$ cat config.mk
export PLATFORM = sky130hd
export DESIGN_NAME = fma_sched
export DESIGN_NICKNAME = d
export VERILOG_FILES = /design/src/rtl/fma_sched.sv
export SDC_FILE = /design/constraint.sdc
export NUM_CORES = 1
export LEC_CHECK = 0
export ABC_AREA = 1
export CAP_MARGIN = 20
export CORE_ASPECT_RATIO = 0.7
export CORE_MARGIN = 10
export CORE_UTILIZATION = 35
export CTS_CLUSTER_SIZE = 25
export DETAILED_ROUTE_END_ITERATION = 10
export GPL_ROUTABILITY_DRIVEN = 0
export PLACE_DENSITY_LB_ADDON = 0.25
export SLEW_MARGIN = 20
export SYNTH_ARGS = -nofsm -noshare
export SYNTH_HDL_FRONTEND = slang
export SYNTH_SLANG_ARGS = --single-unit
$ cat constraint.sdc
create_clock -name ACLK -period 5.3 [get_ports ACLK]
set_input_delay 1.59 -clock ACLK [delete_from_list [all_inputs] [get_ports ACLK]]
set_output_delay 1.59 -clock ACLK [all_outputs]
set_load 0.02 [all_outputs]
$ cat src/rtl/fma_sched.sv
// fma_sched: round-robin issue of NREQ requesters into one FP16 FMA pipeline,
// tracking each op with a tag pipe and holding its result until consumed.
module fma_sched #(
    parameter int NREQ = 4,
    parameter int LAT  = 2
) (
    input  logic                 ACLK,
    input  logic                 RSTN,
    input  logic                 en,
    input  logic [NREQ-1:0]      req_valid,
    output logic [NREQ-1:0]      req_ready,
    input  logic [16*NREQ-1:0]   req_ex1,
    input  logic [16*NREQ-1:0]   req_ex2,
    input  logic [16*NREQ-1:0]   req_ex3,
    output logic [NREQ-1:0]      rsp_valid,
    input  logic [NREQ-1:0]      rsp_ready,
    output logic [16*NREQ-1:0]   rsp_data,
    output logic [1:0]           fpu_op,
    output logic [15:0]          fpu_ex1,
    output logic [15:0]          fpu_ex2,
    output logic [15:0]          fpu_ex3,
    input  logic [15:0]          fpu_exd,
    output logic                 busy
);
    localparam int IW = $clog2(NREQ);

    logic [NREQ-1:0] pend, elig, hs, done;
    logic [IW-1:0]   ptr, gid;
    logic            any;
    logic [LAT-1:0]  v;
    logic [IW-1:0]   id [LAT];

    // Reset gates eligibility so no grant or operand leaks out while RSTN is low.
    assign elig = req_valid & ~pend & {NREQ{en & RSTN}};

    always_comb begin
        any = 1'b0;
        gid = '0;
        for (int k = 1; k <= NREQ; k++) begin
            logic [IW-1:0] idx;
            idx = IW'((int'(ptr) + k) % NREQ);
            if (!any && elig[idx]) begin
                any = 1'b1;
                gid = idx;
            end
        end
    end

    assign req_ready = any ? (NREQ'(1) << gid) : '0;
    assign fpu_ex1   = any ? req_ex1[16*gid +: 16] : 16'h0000;
    assign fpu_ex2   = any ? req_ex2[16*gid +: 16] : 16'h0000;
    assign fpu_ex3   = any ? req_ex3[16*gid +: 16] : 16'h0000;
    assign fpu_op    = 2'h0;
    assign busy      = |pend;
    assign hs        = rsp_valid & rsp_ready;
    assign done      = v[LAT-1] ? (NREQ'(1) << id[LAT-1]) : '0;

    always_ff @(posedge ACLK or negedge RSTN) begin
        if (!RSTN) begin
            pend      <= '0;
            ptr       <= IW'(NREQ - 1);
            v         <= '0;
            for (int k = 0; k < LAT; k++) id[k] <= '0;
            rsp_valid <= '0;
            rsp_data  <= '0;
        end else begin
            v     <= LAT'({v, any});
            id[0] <= gid;
            for (int k = 1; k < LAT; k++) id[k] <= id[k-1];
            ptr       <= any ? gid : ptr;
            pend      <= (pend | req_ready) & ~hs;
            rsp_valid <= (rsp_valid & ~hs) | done;
            // A lane cannot complete and hand off in the same cycle: one op outstanding per requester.
            for (int i = 0; i < NREQ; i++) begin
                if (done[i])
                    rsp_data[16*i +: 16] <= fpu_exd;
                else if (hs[i])
                    rsp_data[16*i +: 16] <= 16'h0000;
            end
        end
    end
endmodule

## Yosys cells after proc, flatten, opt, wreduce, memory -nomap -nowiden

Cells that the tools add are included.

| storage, ports and cells | value |
|---|---|
| register bits after elaboration | 80 |
| output and inout port bits | 123 |
| logic and storage cells | 73 |

| cells by class | value |
|---|---|
| add/sub/neg operators | 4 |
| magnitude comparators | 4 |
| shift operators | 5 |
| mux-type cells | 29 |
| bitwise gates (word level) | 10 |
| reduce and logical (&&, ||, !) cells | 11 |

Operator list:

| cell | count |
|---|---|
| $shiftx A64 B7 Y16 | 3 |
| $mux W16 | 11 |
| $and A4 B4 Y4 | 5 |
| $lt A2 B3 Y1 const B | 4 |
| $bmux W1 S2 | 4 |
| $mux W1 | 8 |
| $mux W2 | 4 |
| $mux W4 | 2 |
| $not A4 Y4 | 2 |
| $or A4 B4 Y4 | 2 |
| $reduce_bool A2 Y1 | 4 |
| $shl A1 B2 Y4 const A | 2 |
| $add A2 B1 Y2 const B | 2 |
| $add A2 B2 Y2 const B | 2 |
| $reduce_or A4 Y1 | 1 |
| $logic_and A1 B1 Y1 | 3 |
| $logic_not A1 Y1 | 3 |
| $and A1 B1 Y1 | 1 |

## Depth between registers and ports, before layout

Gate-level depths: netlist of the first run.

| depth | value |
|---|---|
| word-level depth | 19 |
| mapped depth | 16 |
| gate-level depth less buffers | 15 |

## Worst setup path before layout of the first run

Ideal clock, no wire load.

| timing | value |
|---|---|
| path kind | input -> output |
| from | in en |
| to | out fpu_ex3[5] |
| data arrival time | 3174 ps |
| required time | 3710 ps |
| slack | 536 ps |
| cell stages on the path | 16 |
| path buffers | 2 |
| path through | nand2_1 -> inv_2 -> nand3_1 -> nand2_1 -> nand2_1 -> nand2_1 -> nand2_1 -> nand2_1 -> nand2_2 -> nand2_1 -> nand2_1 -> buf_2 -> buf_6 -> nand3_1 -> nand2_1 -> nor2_1 |

| on the way | value |
|---|---|
| word-level cells in the longest chain between the ends | 16 |
| elaborated cells on any way between the ends | 26 |

Ends and longest elaborated chain:

| item | line | text |
|---|---|---|
| start, declared | 9 | `input logic en,` |
| $and A1 B1 Y1 (*) | 34 | `assign elig = req_valid & ~pend & {NREQ{en & RSTN}};` |
| $and A4 B4 Y4 (*) | 34 |  |
| $bmux W1 S2 | 42 | `if (!any && elig[idx]) begin` |
| $mux W1 (implied by the code) | 42 |  |
| $mux W1 | 42 |  |
| $logic_not A1 Y1 | 42 |  |
| $logic_and A1 B1 Y1 | 42 |  |
| $mux W1 | 42 |  |
| $logic_not A1 Y1 | 42 |  |
| $logic_and A1 B1 Y1 | 42 |  |
| $mux W1 | 42 |  |
| $logic_not A1 Y1 | 42 |  |
| $logic_and A1 B1 Y1 | 42 |  |
| $mux W2 | 42 |  |
| $shiftx A64 B7 Y16 | 52 | `assign fpu_ex3 = any ? req_ex3[16*gid +: 16] : 16'h0000;` |
| $mux W16 (*) | 52 |  |
| end, declared | 21 | `output logic [15:0] fpu_ex3,` |

Mark *: on every way between the ends. The rest lies on a longest branch, timed or not. The select of a mux whose other input is x is not followed.

## Worst setup path after layout of the first run

| timing | value |
|---|---|
| from | in en |
| to | out fpu_ex1[4] |

| on the way | value |
|---|---|
| word-level cells in the longest chain between the ends | 16 |
| elaborated cells on any way between the ends | 26 |

Ends and longest elaborated chain:

| item | line | text |
|---|---|---|
| $and A1 B1 Y1 (*) | 34 |  |
| $and A4 B4 Y4 (*) | 34 |  |
| $bmux W1 S2 | 42 |  |
| $mux W1 (implied by the code) | 42 |  |
| $mux W1 | 42 |  |
| $logic_not A1 Y1 | 42 |  |
| $logic_and A1 B1 Y1 | 42 |  |
| $mux W1 | 42 |  |
| $logic_not A1 Y1 | 42 |  |
| $logic_and A1 B1 Y1 | 42 |  |
| $mux W1 | 42 |  |
| $logic_not A1 Y1 | 42 |  |
| $logic_and A1 B1 Y1 | 42 |  |
| $mux W2 | 42 |  |
| $shiftx A64 B7 Y16 | 50 | `assign fpu_ex1 = any ? req_ex1[16*gid +: 16] : 16'h0000;` |
| $mux W16 (*) | 50 |  |
| end, declared | 19 | `output logic [15:0] fpu_ex1,` |

Marks and branches as above.

==> results by stage, run 1 <==
Pwr:
- The static leakage is 5.15 nW.
- The peak supply drop is 0.000405 V.
- The power density over the cells is 717 mW/mm2.

Finish:
- The count of inserted antenna diode cells is 0.
- The synthesis-to-layout area growth is 82.8%.
- Fill cells in the final layout number 1335.
- The share of final-layout standard cells stronger than drive strength 1 is 15.8%.
- In the final design database the tool counted 1455 nets.

STA:
- Clock skew on the completed layout was measured at 0.00893 ns.
- Headroom to the max-slew limit came out at 28.9%.
- The max-slew violation count is 0.
- The measured slew at the worst slew-check pin is 1.06 ns.
- Across all hold checks on the routed design, the worst slack comes to 0.350 ns.
- The worst path in the final design needs a cycle of 5.17 ns, including I/O delays and setup.
- The final sum of negative setup slack is 0 ns.
- The post-route fraction of the period consumed by the critical path is 97.5%.
- Setup repair after global routing left no endpoint under its margin.
- Timing would allow up to 193 MHz.
- The total count of hold-check failures in the final report is 0.
- After layout, the worst setup slack is 0.130 ns.
- Setup violations remaining at the end of the flow were counted as 0.

Setup path:
- The startpoint kind of the worst setup timing path is an input pin.
- The setup path with the least slack is of type in -> out.
- The critical path goes through clkdlybuf4s15_1 > nand2_2 > inv_8 > nand3_4 > nand2_2 > nand2_2 > nand2_2 > buf_4 > nand2_1 > nand2_2 > nand2_4 > buf_12 > nand2_8 > buf_12 > buf_6 > nand2_2 > nand3_1 > nand2_1 > nor2_2 > buf_6.
- The required time of the worst setup path is 3.71 ns.
- Data on the critical path arrives at its endpoint at 3.58 ns.
- The most numerous cell type found on the critical path is sky130_fd_sc_hd__nand2_2.
- The slowest stage of the critical path is the sky130_fd_sc_hd__clkdlybuf4s15_1 cell.
- The type of destination of the critical path is an output pin.
- The peak per-stage delay on the critical path is 0.18 ns.
- The maximum fanout count along the critical path is 8.

Die:
- The floorplan step set the die width to 171 um.
- The die outline area is 0.0216 mm2.
- The initial utilization of the core area, before any placement, comes to 36.0%.
- The core outline area is 0.0156 mm2.
- The number of top-level pins is 342.
- The die is 126 um tall.
- The standard-cell row count is 38.

Clocking:
- The clock transition at the registers of the reported paths is 0.06 ns.
- The TritonCTS clock tree is yes.
- Clock tree synthesis selected as its root buffer the cell sky130_fd_sc_hd__clkbuf_16.
- The total CTS buffers is 9.
- The number of H-tree branching levels is 3.
- The CTS sink count is 80.
- The clock network latency to the later pin of the worst-skew pair is 0.34 ns.
- The maximum root-to-sink buffer count is 2.

Synth:
- Each instance of the synthesized netlist takes up on average 6.37 um2.
- After technology mapping, the gate count stands at 882.
- The number of unique standard cell types used by synthesis is 23.
- The post-synthesis instance area is 0.00562 mm2.
- For this run, the number of Yosys warnings is 0.
- The synthesized design contains 80 register bits.
- The proportion of synthesized chip area in sequential cells is 35.7%.

Drt:
- The count of nets left with antenna violations after detail routing is 0.
- Dividing the detail-routed wire length by the instance count gives 19.1 um.
- In the routed design, unresolved DRC markers number 0.
- The overall via count from detail_route is 7353.
- The number of iterations in the first detailed-routing pass is 6.
- In the routed layout, each cell is associated on average with a via count of 5.10.
- For this block, the routed nets add up to 27.5 mm of wire.
- The detailed router finished its first iteration with 571 violations.

Placed design:
- The number of I/O port buffers is 339.
- The worst slack at placement is -0.581 ns.
- Detailed placement finished with a half-perimeter wire length of 19.7 mm.

Global routing:
- The total overflow left after global routing is 0.
- The number of antenna violations at the first check in global routing was 0.
- The number of global-route vias before repair is 7130.
- For this run, global-route usage on met2 was measured as 39.6%.
- The met1 layer usage reported by global route is 29.4%.
- In the global route stage, overall resource usage came out at 24.2%.
- The global-route wire length before repair is 41.4 mm.
- Entering global routing, the biggest net connects 69 pins.
- After global routing, the most crowded layer is met2.
- For met3 alone, demand over resource in global routing was 8.05%.

Job:
- The max-cap violation count is 0.

Run status:
- The flow ran to the end, and the final reports show no timing, DRC or antenna violations.

Min path:
- The min-delay analysis places its worst path in the category reg -> reg.
-- Yosys cell counts --
| master | number | area, um2 |
|---|---|---|
| sky130_fd_sc_hd__buf_4 | 11 | 82.6 |
| sky130_fd_sc_hd__nor2_4 | 1 | 11.3 |
| sky130_fd_sc_hd__xnor2_2 | 1 | 16.3 |
| sky130_fd_sc_hd__a21boi_1 | 2 | 15.0 |
| sky130_fd_sc_hd__nor2_1 | 61 | 229 |
| sky130_fd_sc_hd__a21oi_1 | 1 | 5.00 |
| sky130_fd_sc_hd__buf_1 | 3 | 11.3 |
| sky130_fd_sc_hd__nor2_2 | 1 | 6.26 |
| sky130_fd_sc_hd__dfrtp_1 | 78 | 1950 |
| sky130_fd_sc_hd__buf_2 | 22 | 110 |
| sky130_fd_sc_hd__nand3_2 | 2 | 20.0 |
| sky130_fd_sc_hd__nand2_2 | 3 | 18.8 |
| sky130_fd_sc_hd__buf_6 | 3 | 33.8 |
| sky130_fd_sc_hd__xor2_4 | 1 | 27.5 |
| sky130_fd_sc_hd__clkbuf_1 | 26 | 97.6 |
| sky130_fd_sc_hd__nand4_1 | 2 | 12.5 |
| sky130_fd_sc_hd__o21ai_0 | 69 | 345 |
| sky130_fd_sc_hd__inv_2 | 3 | 11.3 |
| sky130_fd_sc_hd__nand3_1 | 277 | 1390 |
| sky130_fd_sc_hd__dfstp_2 | 2 | 52.6 |
| sky130_fd_sc_hd__inv_1 | 129 | 484 |
| sky130_fd_sc_hd__nand2_1 | 183 | 687 |
| sky130_fd_sc_hd__conb_1 | 1 | 3.75 |
-- cells by family (layout without fill, tap and decap cells) --
group	after synthesis	in the layout	share of synthesized area, %
other	1	2	0.0667
buffers and inverters	197	554	14.8
and+or+nand+nor	530	531	42.2
AOI/OAI and AO/OA	72	72	6.50
xor gates and xnor gates	2	2	0.779
DFF	80	80	35.7
-- sequential cells by signal, indices dropped and copies added (netlist names) --
signal	flops
rsp_valid	4
id	4
ptr	2
rsp_data	64
pend	4
v	2
-- cell usage in the layout (no fill, tap or decap), types with 17 or more instances in the layout --
cell                              synthesis  layout
sky130_fd_sc_hd__buf_2                   22      23
sky130_fd_sc_hd__buf_4                   11      60
sky130_fd_sc_hd__clkdlybuf4s50_1          0     281
sky130_fd_sc_hd__dfrtp_1                 78      78
sky130_fd_sc_hd__inv_1                  129     125
sky130_fd_sc_hd__nand2_1                183     165
sky130_fd_sc_hd__nand2_2                  3      17
sky130_fd_sc_hd__nand3_1                277     264
sky130_fd_sc_hd__nor2_1                  61      50
sky130_fd_sc_hd__o21ai_0                 69      69
-- worst max-delay path: cells and delay by family --
kind	cells	cell delay (ns)
buffers and inverters	7	0.90
and+or+nand+nor	13	1.06
-- layout make-up --
class	instances	area (um2)	area share, %
timing repair buffer	406	4140	40.3
multi-input combinational	607	3070	29.8
sequential	80	2000	19.5
inverter	132	503	4.90
tap	200	250	2.44
clock buffer	10	239	2.33
clock inverter	6	73.8	0.719
-- path summary, 6_finish.rpt --
path / slack, ns / end / from / cells after the start
max: 0.13 / fpu_ex1[4] / en / 20
min: 0.35 / id[0]$_DFF_PN0_ / id[2]$_DFF_PN0_ / 0
max reg2reg: 2.57 / pend[0]$_DFF_PN0_ / ptr[0]$_DFFE_PN1P_ / 17
min reg2reg: 0.35 / id[0]$_DFF_PN0_ / id[2]$_DFF_PN0_ / 0
max in group asynchronous: 2.98 / pend[1]$_DFF_PN0_ / RSTN / 3
min in group asynchronous: 1.24 / rsp_data[62]$_DFFE_PN0P_ / RSTN / 2
-- where the power goes --
group          leakage [nW]  total (mW)  internal [mW]  switching [mW]
logic                  3.98        5.66           2.46            3.20
clock network         0.148       0.643          0.384           0.259
registers              1.03        1.06          0.876           0.188
-- metal layers --
metal | vias to the layer above | share of wire (%)
met2 | 333 | 48
li1 | 3541 | -
met1 | 3424 | 39
met4 | 0 | 2.7
met5 | - | 0
met3 | 55 | 10
-- stage by stage --
stage	total power [mW]	utilization [%]	cell area [um2]	instances
after floorplan	3.86	-	5620	883
after global placement	6.15	59.9	9340	1393
after detailed placement	6.20	59.9	9340	1393
after CTS	7.19	64.5	10100	1432
after global routing	7.89	65.9	10300	1441
final	7.37	65.9	10300	1441
-- timing repair --
item / in CTS / in global routing
pin swaps: 11 / 25
resized for setup: 287 / 34
gates cloned: 9 / 2
buffers inserted: 14 / 7
hold buffers: 0 / 0
setup endpoints to repair: 51 / 52
Power figures use the tool's default switching activity.
==> run 2, diff against run 1 <==
Settings changed: CORE_ASPECT_RATIO 0.7 to not set, SLEW_MARGIN 20 to 30.
==> results by stage, run 2 (same netlist as run 1, synthesis figures left out) <==
Drt:
- The number of iterations in the first detailed-routing pass is 5 (-1).
- The initial detailed-routing violation count is 377 (-34%).
- The overall via count from detail_route was 7299 (-0.73%).
- The residual DRC count is 0 (unchanged).
- The average routed wire per standard cell came to 19.0 um (-0.31%).
- The total wirelength of the detailed-routed design came to 27.6 mm (+0.38%).
- The detail-routed via count per cell is 5.03 (-1.4%).
- The count of nets left with antenna violations after detail routing was 0 (unchanged).

Die:
- The number of top-level pins is 342 (unchanged).
- The width of the die was 147 um (-14%).
- The standard-cell row count came to 46 (+21%).
- The height of the die is 147 um (+16%).
- The core outline area came to 0.0158 mm2 (+1.5%).
- The starting density of the core is 35.5% (-0.53 points).
- The die outline area was 0.0215 mm2 (-0.38%).

Setup path:
- The slowest stage cell on the critical path is sky130_fd_sc_hd__dlygate4sd2_1.
- The required time of the worst setup path came to 3.71 ns (about the same).
- The type of destination of the critical path is an output pin.
- On the critical path the largest part of the delay comes from buffers and inverters.
- The beginning of the critical path is en.
- The maximum fanout count along the critical path came to 15 (+7).
- Traced cell by cell, the critical path runs through dlygate4sd2_1 > nand2_2 > inv_6 > nand3_2 > nand3_1 > nand2_2 > nand2_1 > nor2_4 > buf_4 > buf_4 > nand2_2 > buf_12 > buf_12 > nand3_1 > nor2_1 > buf_4.
- The count of buffer and inverter cells on the critical path is 7 (unchanged).
- The critical path in this run is classified as in -> out.
- The signal arrival time at the worst endpoint is 3.62 ns (+0.04 ns).
- The startpoint of the worst register-to-register path is ptr[0]$_DFFE_PN1P_.
- The peak per-stage delay on the critical path is 0.21 ns (+0.03 ns).
- The worst setup path is launched from an input pin.
- The slack of the worst reg-to-reg path came to 2.59 ns (+0.02 ns).

Finish:
- In the layout the commonest cells are sky130_fd_sc_hd__clkdlybuf4s50_1 (281), sky130_fd_sc_hd__nand3_1 (246), sky130_fd_sc_hd__nand2_1 (153), sky130_fd_sc_hd__inv_1 (126), sky130_fd_sc_hd__dfrtp_1 (78).
- The post-route standard cell area excluding fillers came to 0.0105 mm2 (+2.4%).
- The fill cell instance count of the final layout was 1427 (+6.9%).
- The synthesis-to-layout area growth is 87.2%.
- The leading cell type in the layout, fill and taps excluded is sky130_fd_sc_hd__clkdlybuf4s50_1.
- The register name with the most flops is rsp_data.
- The share of final-layout standard cells stronger than drive strength 1 came to 18.3% (+2.5 points).
- The non-filler instance count after layout is 1451 (+0.69%).
- The flip-flop count of the largest register after layout is 64 (unchanged).
- The count of nets after finishing is 1449 (-0.41%).
- The count of inserted antenna diode cells came to 0 (unchanged).

STA:
- The post-route fraction of the period consumed by the critical path came to 98.3% (+0.77 points).
- The max-slew violation count is 0 (unchanged).
- The least setup slack across all paths after layout is 0.0892 ns (-0.0408 ns).
- The measured slew at the worst slew-check pin came to 0.745 ns (-0.319 ns).
- The worst slew margin relative to its limit is 50.2% (+21 points).
- The total count of hold-check failures in the final report is 0 (unchanged).
- The final sum of negative setup slack was 0 ns (unchanged).
- The setup skew after layout came to 0.00709 ns (-0.00184 ns).
- The highest clock rate came to 192 MHz (-0.78%).
- The shortest period the worst path allows is 5.21 ns (+0.0408 ns).
- The setup-violating endpoint count in the final report came to 0 (unchanged).

Clocking:
- The number of H-tree branching levels came to 3 (unchanged).
- The CTS sink count is 80 (unchanged).
- The maximum root-to-sink buffer count is 2 (unchanged).
- The clock network latency to the later pin of the worst-skew pair is 0.33 ns (about the same).
- The tree is rooted in a sky130_fd_sc_hd__clkbuf_16.
- The clock transition at the registers of the reported paths is 0.06 ns (about the same).
- TritonCTS built the clock tree.
- The hold buffer count at cts came to 0 (unchanged).
- The total CTS buffers is 9 (unchanged).

Placed design:
- The number of I/O port buffers is 339 (unchanged).
- The half-perimeter wire length of the detailed placement result was 19.8 mm (+0.45%).
- The instance area after placement is 0.00942 mm2 (+0.87%).
- The worst slack at placement is -0.706 ns (-0.125 ns).
- The instance count after placement with tap cells included is 1409 (+1.1%).

Global routing:
- The global routing usage summed across all routing layers came to 22.7% (-1.5 points).
- The number of global-route vias before repair is 6726 (-5.7%).
- The number of antenna violations at the first check in global routing is 0 (unchanged).
- The remaining global-route overflow is 0 (unchanged).
- The maximum number of pins on one net before global-route repair is 80 (+16%).
- The global-route wire length before repair is 39.2 mm (-5.1%).

Min path:
- In this run the worst hold path is classified as reg -> reg.
- In this run the most critical hold path is launched from id[2]$_DFF_PN0_.

Job:
- The max-cap violation count was 0 (unchanged).

Run status:
- The flow ran to the end, and the final reports show no timing, DRC or antenna violations.

Pwr:
- The static leakage is 5.22 nW (+1.3%).
- The peak supply drop is 0.000434 V (+7.0%).
- The power density over the cells is 722 mW/mm2 (+0.61%).
[run 2: cell count changes in the layout (fill, tap and decap cells not counted), sizes merged]
| cell | change |
|---|---|
| clkinvlp | -1 |
| dlygate4sd2 | +1 |
| dlymetal6s2s | -1 |
| inv | -1 |
| clkdlybuf4s15 | -2 |
| clkbuf | +8 |
| bufinv | -1 |
| buf | -11 |
| clkinv | +2 |
[run 2: power by group]
group / leakage (nW) / internal [mW] / total, mW / switching, mW
Sequential: 1.03 / 0.875 / 1.05 / 0.179
Combinational: 4.06 / 2.61 / 5.95 / 3.34
Clock: 0.137 / 0.334 / 0.586 / 0.253
Total: 5.22 / 3.82 / 7.59 / 3.77
[run 2: cell type report]
type | instances | area, um2 | area share (%)
repair buffers | 400 | 4240 | 40.3
multi-input cells | 607 | 3220 | 30.6
flip-flops and latches | 80 | 2000 | 19.1
inverters | 132 | 500 | 4.76
well taps | 216 | 270 | 2.57
clock buffers | 11 | 243 | 2.31
clock inverters | 5 | 38.8 | 0.369
[run 2: path summary, 6_finish.rpt]
path / endpoint / cells after the start
max: req_ready[0] / 16
min: id[0]$_DFF_PN0_ / 0
max reg2reg: pend[0]$_DFF_PN0_ / 16
min reg2reg: id[0]$_DFF_PN0_ / 0
max in group asynchronous: rsp_data[57]$_DFFE_PN0P_ / 3
min in group asynchronous: rsp_data[13]$_DFFE_PN0P_ / 2
[run 2: timing repair]
action                                  CTS  global route
pin swaps                                21            52
gates resized for setup                 250           109
setup buffers                             8             5
endpoints found under the setup margin   52            52
gates cloned                              5            10
[run 2: worst register-to-register path: cells and delay by family (launching register included)]
kind                   cells  cell delay [ns]
buffers and inverters      6             0.85
DFF                        1             0.81
and+or+nand+nor           10             0.94
[run 2: through the flow]
stage | power (mW) | utilization [%] | hold WS [ns]
floorplan | 3.86 | - | 0.331
global placement | 6.26 | 59.4 | 0.332
detailed placement | 6.31 | 59.5 | 0.335
CTS | 7.01 | 62.5 | 0.348
global route | 8.09 | 66.5 | 0.370
finish | 7.59 | 66.5 | 0.347
[run 2: metal layers]
layer | GRT usage (%) | share of wire [%]
met1 | 25.7 | 38
met2 | 40.6 | 51
met3 | 6.85 | 8.6
met4 | 5.91 | 2.0
met5 | 0 | 0
